===== src/rtl/scan_chain_ctrl.sv =====
// Scan chain controller: serially loads a pattern into a chain of scan cells,
// pulses one functional capture cycle, then unloads the captured response.
module scan_chain_ctrl #(
    parameter int CHAIN_LEN = 4,
    parameter int CNT_W     = $clog2(CHAIN_LEN + 1)
) (
    input  logic                 clk,
    input  logic                 reset,
    input  logic                 start,
    input  logic [CHAIN_LEN-1:0] pattern_in,
    input  logic                 scan_out,
    output logic                 scan_en,
    output logic                 scan_in,
    output logic                 busy,
    output logic                 resp_valid,
    output logic [CHAIN_LEN-1:0] response
);

    typedef enum logic [2:0] {
        ST_IDLE      = 3'd0,
        ST_SHIFT_IN  = 3'd1,
        ST_CAPTURE   = 3'd2,
        ST_SHIFT_OUT = 3'd3,
        ST_DONE      = 3'd4
    } state_t;

    localparam logic [CNT_W-1:0] CNT_ZERO = CNT_W'(0);
    localparam logic [CNT_W-1:0] CNT_ONE  = CNT_W'(1);
    localparam logic [CNT_W-1:0] CNT_LAST = CNT_W'(CHAIN_LEN - 1);

    state_t               state_r;
    logic [CNT_W-1:0]     cnt_r;
    logic [CHAIN_LEN-1:0] pat_r;
    logic [CHAIN_LEN-1:0] cap_r;
    logic [CHAIN_LEN-1:0] cap_next_s;
    logic                 cnt_last_s;

    // Unload order is tail first: shift-out step k fills bit CHAIN_LEN-1-k.
    function automatic logic [CHAIN_LEN-1:0] place_bit(
        input logic [CHAIN_LEN-1:0] vec,
        input logic [CNT_W-1:0]     step,
        input logic                 bit_val
    );
        logic [CHAIN_LEN-1:0] res;
        res = vec;
        for (int i = 0; i < CHAIN_LEN; i++) begin
            if (step == CNT_W'(CHAIN_LEN - 1 - i)) begin
                res[i] = bit_val;
            end else begin
                res[i] = vec[i];
            end
        end
        return res;
    endfunction

    // Phase-end detection and next value of the unload register.
    always_comb begin
        cnt_last_s = (cnt_r == CNT_LAST);
        cap_next_s = place_bit(cap_r, cnt_r, scan_out);
    end

    // Sequencer: state, counter, pattern shifter and all registered outputs.
    always_ff @(posedge clk or negedge reset) begin
        if (!reset) begin
            state_r    <= ST_IDLE;
            cnt_r      <= CNT_ZERO;
            pat_r      <= '0;
            cap_r      <= '0;
            scan_en    <= 1'b0;
            scan_in    <= 1'b0;
            busy       <= 1'b0;
            resp_valid <= 1'b0;
            response   <= '0;
        end else begin
            case (state_r)
                ST_IDLE: begin
                    resp_valid <= 1'b0;
                    cnt_r      <= CNT_ZERO;
                    if (start) begin
                        // MSB goes out first; pat_r keeps the remaining bits MSB-aligned.
                        pat_r   <= pattern_in << 1'b1;
                        scan_in <= pattern_in[CHAIN_LEN-1];
                        scan_en <= 1'b1;
                        busy    <= 1'b1;
                        state_r <= ST_SHIFT_IN;
                    end else begin
                        scan_en <= 1'b0;
                        scan_in <= 1'b0;
                        busy    <= 1'b0;
                    end
                end
                ST_SHIFT_IN: begin
                    if (cnt_last_s) begin
                        cnt_r   <= CNT_ZERO;
                        scan_en <= 1'b0;
                        scan_in <= 1'b0;
                        state_r <= ST_CAPTURE;
                    end else begin
                        cnt_r   <= cnt_r + CNT_ONE;
                        scan_in <= pat_r[CHAIN_LEN-1];
                        pat_r   <= pat_r << 1'b1;
                    end
                end
                ST_CAPTURE: begin
                    cnt_r   <= CNT_ZERO;
                    scan_en <= 1'b1;
                    scan_in <= 1'b0;
                    state_r <= ST_SHIFT_OUT;
                end
                ST_SHIFT_OUT: begin
                    cap_r <= cap_next_s;
                    if (cnt_last_s) begin
                        cnt_r      <= CNT_ZERO;
                        response   <= cap_next_s;
                        resp_valid <= 1'b1;
                        state_r    <= ST_DONE;
                    end else begin
                        cnt_r <= cnt_r + CNT_ONE;
                    end
                end
                ST_DONE: begin
                    cnt_r      <= CNT_ZERO;
                    busy       <= 1'b0;
                    resp_valid <= 1'b0;
                    scan_en    <= 1'b0;
                    scan_in    <= 1'b0;
                    state_r    <= ST_IDLE;
                end
                default: begin
                    state_r    <= ST_IDLE;
                    cnt_r      <= CNT_ZERO;
                    scan_en    <= 1'b0;
                    scan_in    <= 1'b0;
                    busy       <= 1'b0;
                    resp_valid <= 1'b0;
                end
            endcase
        end
    end

endmodule


===== config.mk =====
export PLATFORM = sky130hd
export DESIGN_NAME = scan_chain_ctrl
export DESIGN_NICKNAME = d
export VERILOG_FILES = /design/src/rtl/scan_chain_ctrl.sv
export SDC_FILE = /design/constraint.sdc
export NUM_CORES = 1
export LEC_CHECK = 0
export ABC_CLOCK_PERIOD_IN_PS = 3300
export CAP_MARGIN = 20
export CORE_UTILIZATION = 45
export CTS_BUF_LIST = sky130_fd_sc_hd__clkbuf_8
export DETAILED_ROUTE_END_ITERATION = 12
export PLACE_DENSITY = 0.72
export SLEW_MARGIN = 0
export SYNTH_ARGS = -nofsm -noshare
export SYNTH_HDL_FRONTEND = slang
export SYNTH_SLANG_ARGS = --single-unit

===== constraint.sdc =====
create_clock -name clk -period 3.3 [get_ports clk]
set_input_delay 0.66 -clock clk [delete_from_list [all_inputs] [get_ports clk]]
set_output_delay 0.66 -clock clk [all_outputs]
set_load 0.005 [all_outputs]

# Yosys cells after proc, flatten, opt, wreduce, memory -nomap -nowiden
# Index checks and enable logic that the tools add are counted.
word_totals:
  ff_bits: 22
  elab_cells: 55
op_classes:
  addsub: 1
  eq_ne: 10
  muxes: 22
  n_bitwise: 2
  reduce_logical: 11
op_table:
  columns: ["op", "count"]
  rows:
  - ["3-bit 2-to-1 mux", 5]
  - ["3-bit by 2-bit equality test with 1-bit output (second input constant)", 4]
  - ["3-bit one-hot mux with 4 select lines", 1]
  - ["1-bit 2-to-1 mux", 9]
  - ["4-bit 2-to-1 mux", 2]
  - ["2-bit != test (second input constant)", 4]
  - ["4-bit one-hot mux with 2 select lines", 1]
  - ["3-bit by 1-bit equality test with 1-bit output (second input constant)", 2]
  - ["3-bit zero test", 2]
  - ["2-bit AND reduction", 3]
  - ["3-bit AND reduction", 2]
  - ["1-bit one-hot mux with 2 select lines", 2]
  - ["1-bit one-hot mux with 4 select lines", 1]
  - ["2-bit OR reduction", 2]
  - ["3-bit by 1-bit adder with 3-bit output (second input constant)", 1]
  - ["1-bit one-hot mux with 3 select lines", 1]
  - ["3-bit OR reduction", 1]
  - ["1-bit NOT", 2]
  - ["2-bit nonzero test", 1]

# Longest topological paths before layout
depth:
  depth_word: 4
  ltp_mapped: 5
  ltp_nobuf: 5

# Worst setup path after synthesis
# OpenSTA, ideal clock, no wires.
synth_path:
  kind: "register to register"
  from: "reg cnt_r[0]"
  to: "reg response[3]"
  setup_ps: 125
  t_arrival_ps: 1315
  setup_slack_ps: 1860
  path_stages_with_launch: 6
  n_path_buf: 0
  synth_period_minus_slack_ps: 1440
  cell_sequence: "dfrtp_1 inv_1 ha_1 nor2b_1 mux2_2 mux2_2"
synth_via:
  elab_chain_cells: 2
synth_lines:
  columns: ["item", "line_no", "text"]
  rows:
  - ["from (decl)", "32", "logic [CNT_W-1:0] cnt_r;"]
  - ["from (signal assigned)", "99", "cnt_r <= cnt_r + CNT_ONE;"]
  - ["from (signal assigned)", "118", "cnt_r <= cnt_r + CNT_ONE;"]
  - ["3-bit by 2-bit equality test with 1-bit output or 3-bit zero test (tied branches)", "58, 47", null]
  - ["2-bit AND reduction (no source line) or 1-bit 2-to-1 mux (tied branches)", null, null]
  - ["to (signal assigned)", "114", "response <= cap_next_s;"]
  - ["to (decl)", "16", "output logic [CHAIN_LEN-1:0] response"]
# Parallel ways exist; a longest one is shown, timed or not.
# A chain may end at the register's enable or synchronous reset.

# Worst setup path in the final report
layout_path:
  from: "reg scan_en"
  to: "out scan_en"
layout_lines:
  columns: ["item", "line_no", "text"]
  rows:
  - ["from (decl)", "12", "output logic scan_en,"]
  - ["from (signal assigned)", "69", "scan_en <= 1'b0;"]
  - ["from (signal assigned)", "83", "scan_en <= 1'b1;"]
  - ["from (signal assigned)", "87", "scan_en <= 1'b0;"]
# No word-level cell between the ends.

==> out/qor_table.md <==
| Quantity | Reported |
|:---|:---|
| Status | finished clean |
| Data arrival time at the worst-slack endpoint | 1120 ps |
| Worst Setup Start Kind | flop |
| Place WS | 1410 ps |
| Number of rows in the core area | 17 |
| Family of cells with the greatest summed delay on the critical path | buffers and inverters |
| Power per Cell Area | 909 mW/mm2 |
| Die Span Y | 50.5 um |
| Crit path max-delay cell type | sky130_fd_sc_hd__clkdlybuf4s50_1 |
| Post-route clock period utilization | 0.539 |
| Bufs on Longest Clock Path | 2 |
| Final-layout worst hold slack | 506 ps |
| Fraction of the core area covered by cells at the end of the flow | 0.577 |
| Clk_lat worst skew | 250 ps |
| Initial core utilization | 0.479 |
| Yosys warning count | 0 |
| Post-synthesis sequential element count | 20 |
| Fraction of the yosys area taken by sequential cells | 0.473 |
| Skew final | 2.73 ps |
| GRT Max-Usage Layer | met2 |
| Unrepaired setup endpoints after global routing | no |
| Minimum setup slack in the final design | 1520 ps |
| Number of routed nets with antenna violations | 0 |
| Routed length per instance | 13.1 um |
| Area grow syn2layout | 20.6% |
| Met2 capacity usage during global routing | 0.258 |
| Met1 Track Usage GR | 0.191 |
| Worst-Margin Slew | 922 ps |
| Hold buffer count at CTS | 0 |
| Netlist cell types | 31 |
| Antenna diode instance count | 0 |
| Gate count of the mapped netlist | 86 |
| Total congestion overflow after global routing | 0 |
| Antenna violations before repair | 0 |
| Critical path type | reg -> out |
| Maximum clock frequency | 562 MHz |
| Clock-pin transition on the worst setup and hold timing paths | 70 ps |
| Overall die area | 0.00255 mm2 |
| Number of buffers created by CTS | 3 |
| Category of the worst setup path capture point | output pin |
| Drt via density | 4.92 |
| Layout cells sized above 1 | 0.225 |
| Via count | 639 |
| Final critical path time including I/O delays and setup | 1780 ps |
| Max-cap check violation count | 0 |
| Number of levels in the clock H-tree | 1 |
| Overall die width | 50.5 um |
| Crit path buf inv count | 1 |
| Count of final max-slew check failures | 0 |
| Number of top-level design ports | 16 |
| Number of endpoints failing setup at the final stage | 0 |
| Via count of the first global-routing pass | 677 |
| Core Area | 0.00221 mm2 |
| Delay contributed by the slowest stage of the critical path | 500 ps |
| Length of the first detailed-routing pass in iterations | 1 |
| DRC Markers | 0 |
| Post-CTS resize count | 0 |
| Number of DRC violations after detailed-routing iteration 0 | 0 |
| P_leak | 0.000571 uW |
| Mapped Nets | 98 |
| Final hold violations | 0 |
| Final standard cell count with taps included and fillers excluded | 130 |
| CTS tree | built |
| Post-layout net count | 115 |
| Total length of routed wires | 1700 um |
| Critical Path, Cell by Cell | clkdlybuf4s50_1 |
| Met3 Use GR | 0.0364 |
| Worst-path maximum fanout | 3 |
| HP Class | reg -> reg |
| Worst path required time | 2640 ps |
| Global-route wire length before repair | 2900 um |
| TritonCTS Sinks | 20 |
| Largest net degree at the start of global routing | 21 |
| Count of buffers added by post-CTS timing repair for setup | 0 |
| Global Route Usage Sum | 0.156 |
| Setup TNS | 0 ps |
| Placed cell count | 126 |
| Dpl hpwl | 1240 um |
| Avg Cell Area, Syn | 12.3 um2 |
| RePlAce Congestion | 0.701 |
| Maximum resistive drop on vdd | 0.465 mV |
| Post-Synthesis Cell Area | 0.00106 mm2 |
| Clock Tree Root | sky130_fd_sc_hd__clkbuf_8 |
| I/O Buffers | 15 |
| Headroom to the max-slew limit | 0.383 |
==> path summary, 6_finish.rpt <==
| kind | slack (ps) | start | cells after the start | endpoint |
|---|---|---|---|---|
| hold reg to reg | 510 | cap_r[1] | 1 | cap_r[1] |
| setup reg to reg | 1640 | state_r[0] | 3 | pat_r[2] |
| max in group asynchronous | 1820 | reset | 1 | response[1] |
| hold / removal | 510 | cap_r[1] | 1 | cap_r[1] |
| setup / recovery | 1520 | scan_en | 1 | scan_en |
| min in group asynchronous | 920 | reset | 1 | response[3] |
==> power by group <==
part | leakage, uW | total (uW) | switching [uW] | internal (uW)
Combinational | 0.000298 | 518 | 203 | 314
Clock | 0.0000288 | 184 | 77.9 | 106
Sequential | 0.000244 | 458 | 101 | 357
==> per-layer routing <==
layer	vias to the layer above	wire length, um
li1	324	-
met1	305	829
met2	8	817
met3	2	41
met4	0	11
met5	-	0
==> Yosys cell counts (all sizes together) <==
library cell   n  area, um2
nor2b          4       25.0
and2           1       6.26
nor4           1       6.26
o31ai          1       7.51
o2bb2ai        1       8.76
o21a           1       7.51
nand2          2       7.51
a21oi          3       15.0
buf            3       22.5
mux2i          3       30.0
nand4bb        1       11.3
dfrtp         20        500
nor3b          2       20.0
o22a           1       8.76
xor2           1       8.76
nand2b         6       55.1
ha             4       50.1
nor2          10       56.3
nand3b         2       31.3
inv            4       15.0
mux2          12        143
o21ai          2       10.0
o211ai         1       12.5
==> sequential cells by signal (all words and copies together), names as in the netlist <==
signal,cells
state_r,3
busy,1
response,4
resp_valid,1
pat_r,3
scan_in,1
scan_en,1
cap_r,3
cnt_r,3
==> area by class of cell <==
type	instances	area [um2]
Multi-Input combinational cell	59	520
Sequential cell	20	500
Fill cell	198	936
Tap cell	28	35.0
Clock buffer	4	55.1
Timing Repair Buffer	15	150
Inverter	4	15.0
==> cell usage in the layout, fill, tap and decap left out, types with 2 or more instances in the layout <==
cell / count
sky130_fd_sc_hd__a21oi_1: 3
sky130_fd_sc_hd__clkbuf_8: 4
sky130_fd_sc_hd__clkdlybuf4s50_1: 15
sky130_fd_sc_hd__dfrtp_1: 20
sky130_fd_sc_hd__ha_1: 4
sky130_fd_sc_hd__inv_1: 4
sky130_fd_sc_hd__mux2_1: 2
sky130_fd_sc_hd__mux2_2: 8
sky130_fd_sc_hd__mux2_4: 2
sky130_fd_sc_hd__mux2i_1: 3
sky130_fd_sc_hd__nand2_1: 2
sky130_fd_sc_hd__nand2b_1: 3
sky130_fd_sc_hd__nand2b_4: 2
sky130_fd_sc_hd__nor2_1: 8
sky130_fd_sc_hd__nor2b_1: 4
sky130_fd_sc_hd__o21ai_0: 2
==> logic make-up after synthesis <==
logic type	after synthesis	synth area share
xor+xnor	1	0.00828
buf+inv	7	0.0355
mux	15	0.163
simple gates	29	0.207
fa+ha+maj	4	0.0473
compound gates	10	0.0662
flops	20	0.473
==> per-stage QoR <==
| stage | total power [uW] | cell area (um2) |
|---|---|---|
| finish | 1160 | 1280 |
| global placement | 975 | 1220 |
| CTS | 1180 | 1280 |
| global route | 1250 | 1280 |
| floorplan | 825 | 1060 |
| detailed placement | 990 | 1220 |
Power figures use the tool's default switching activity.
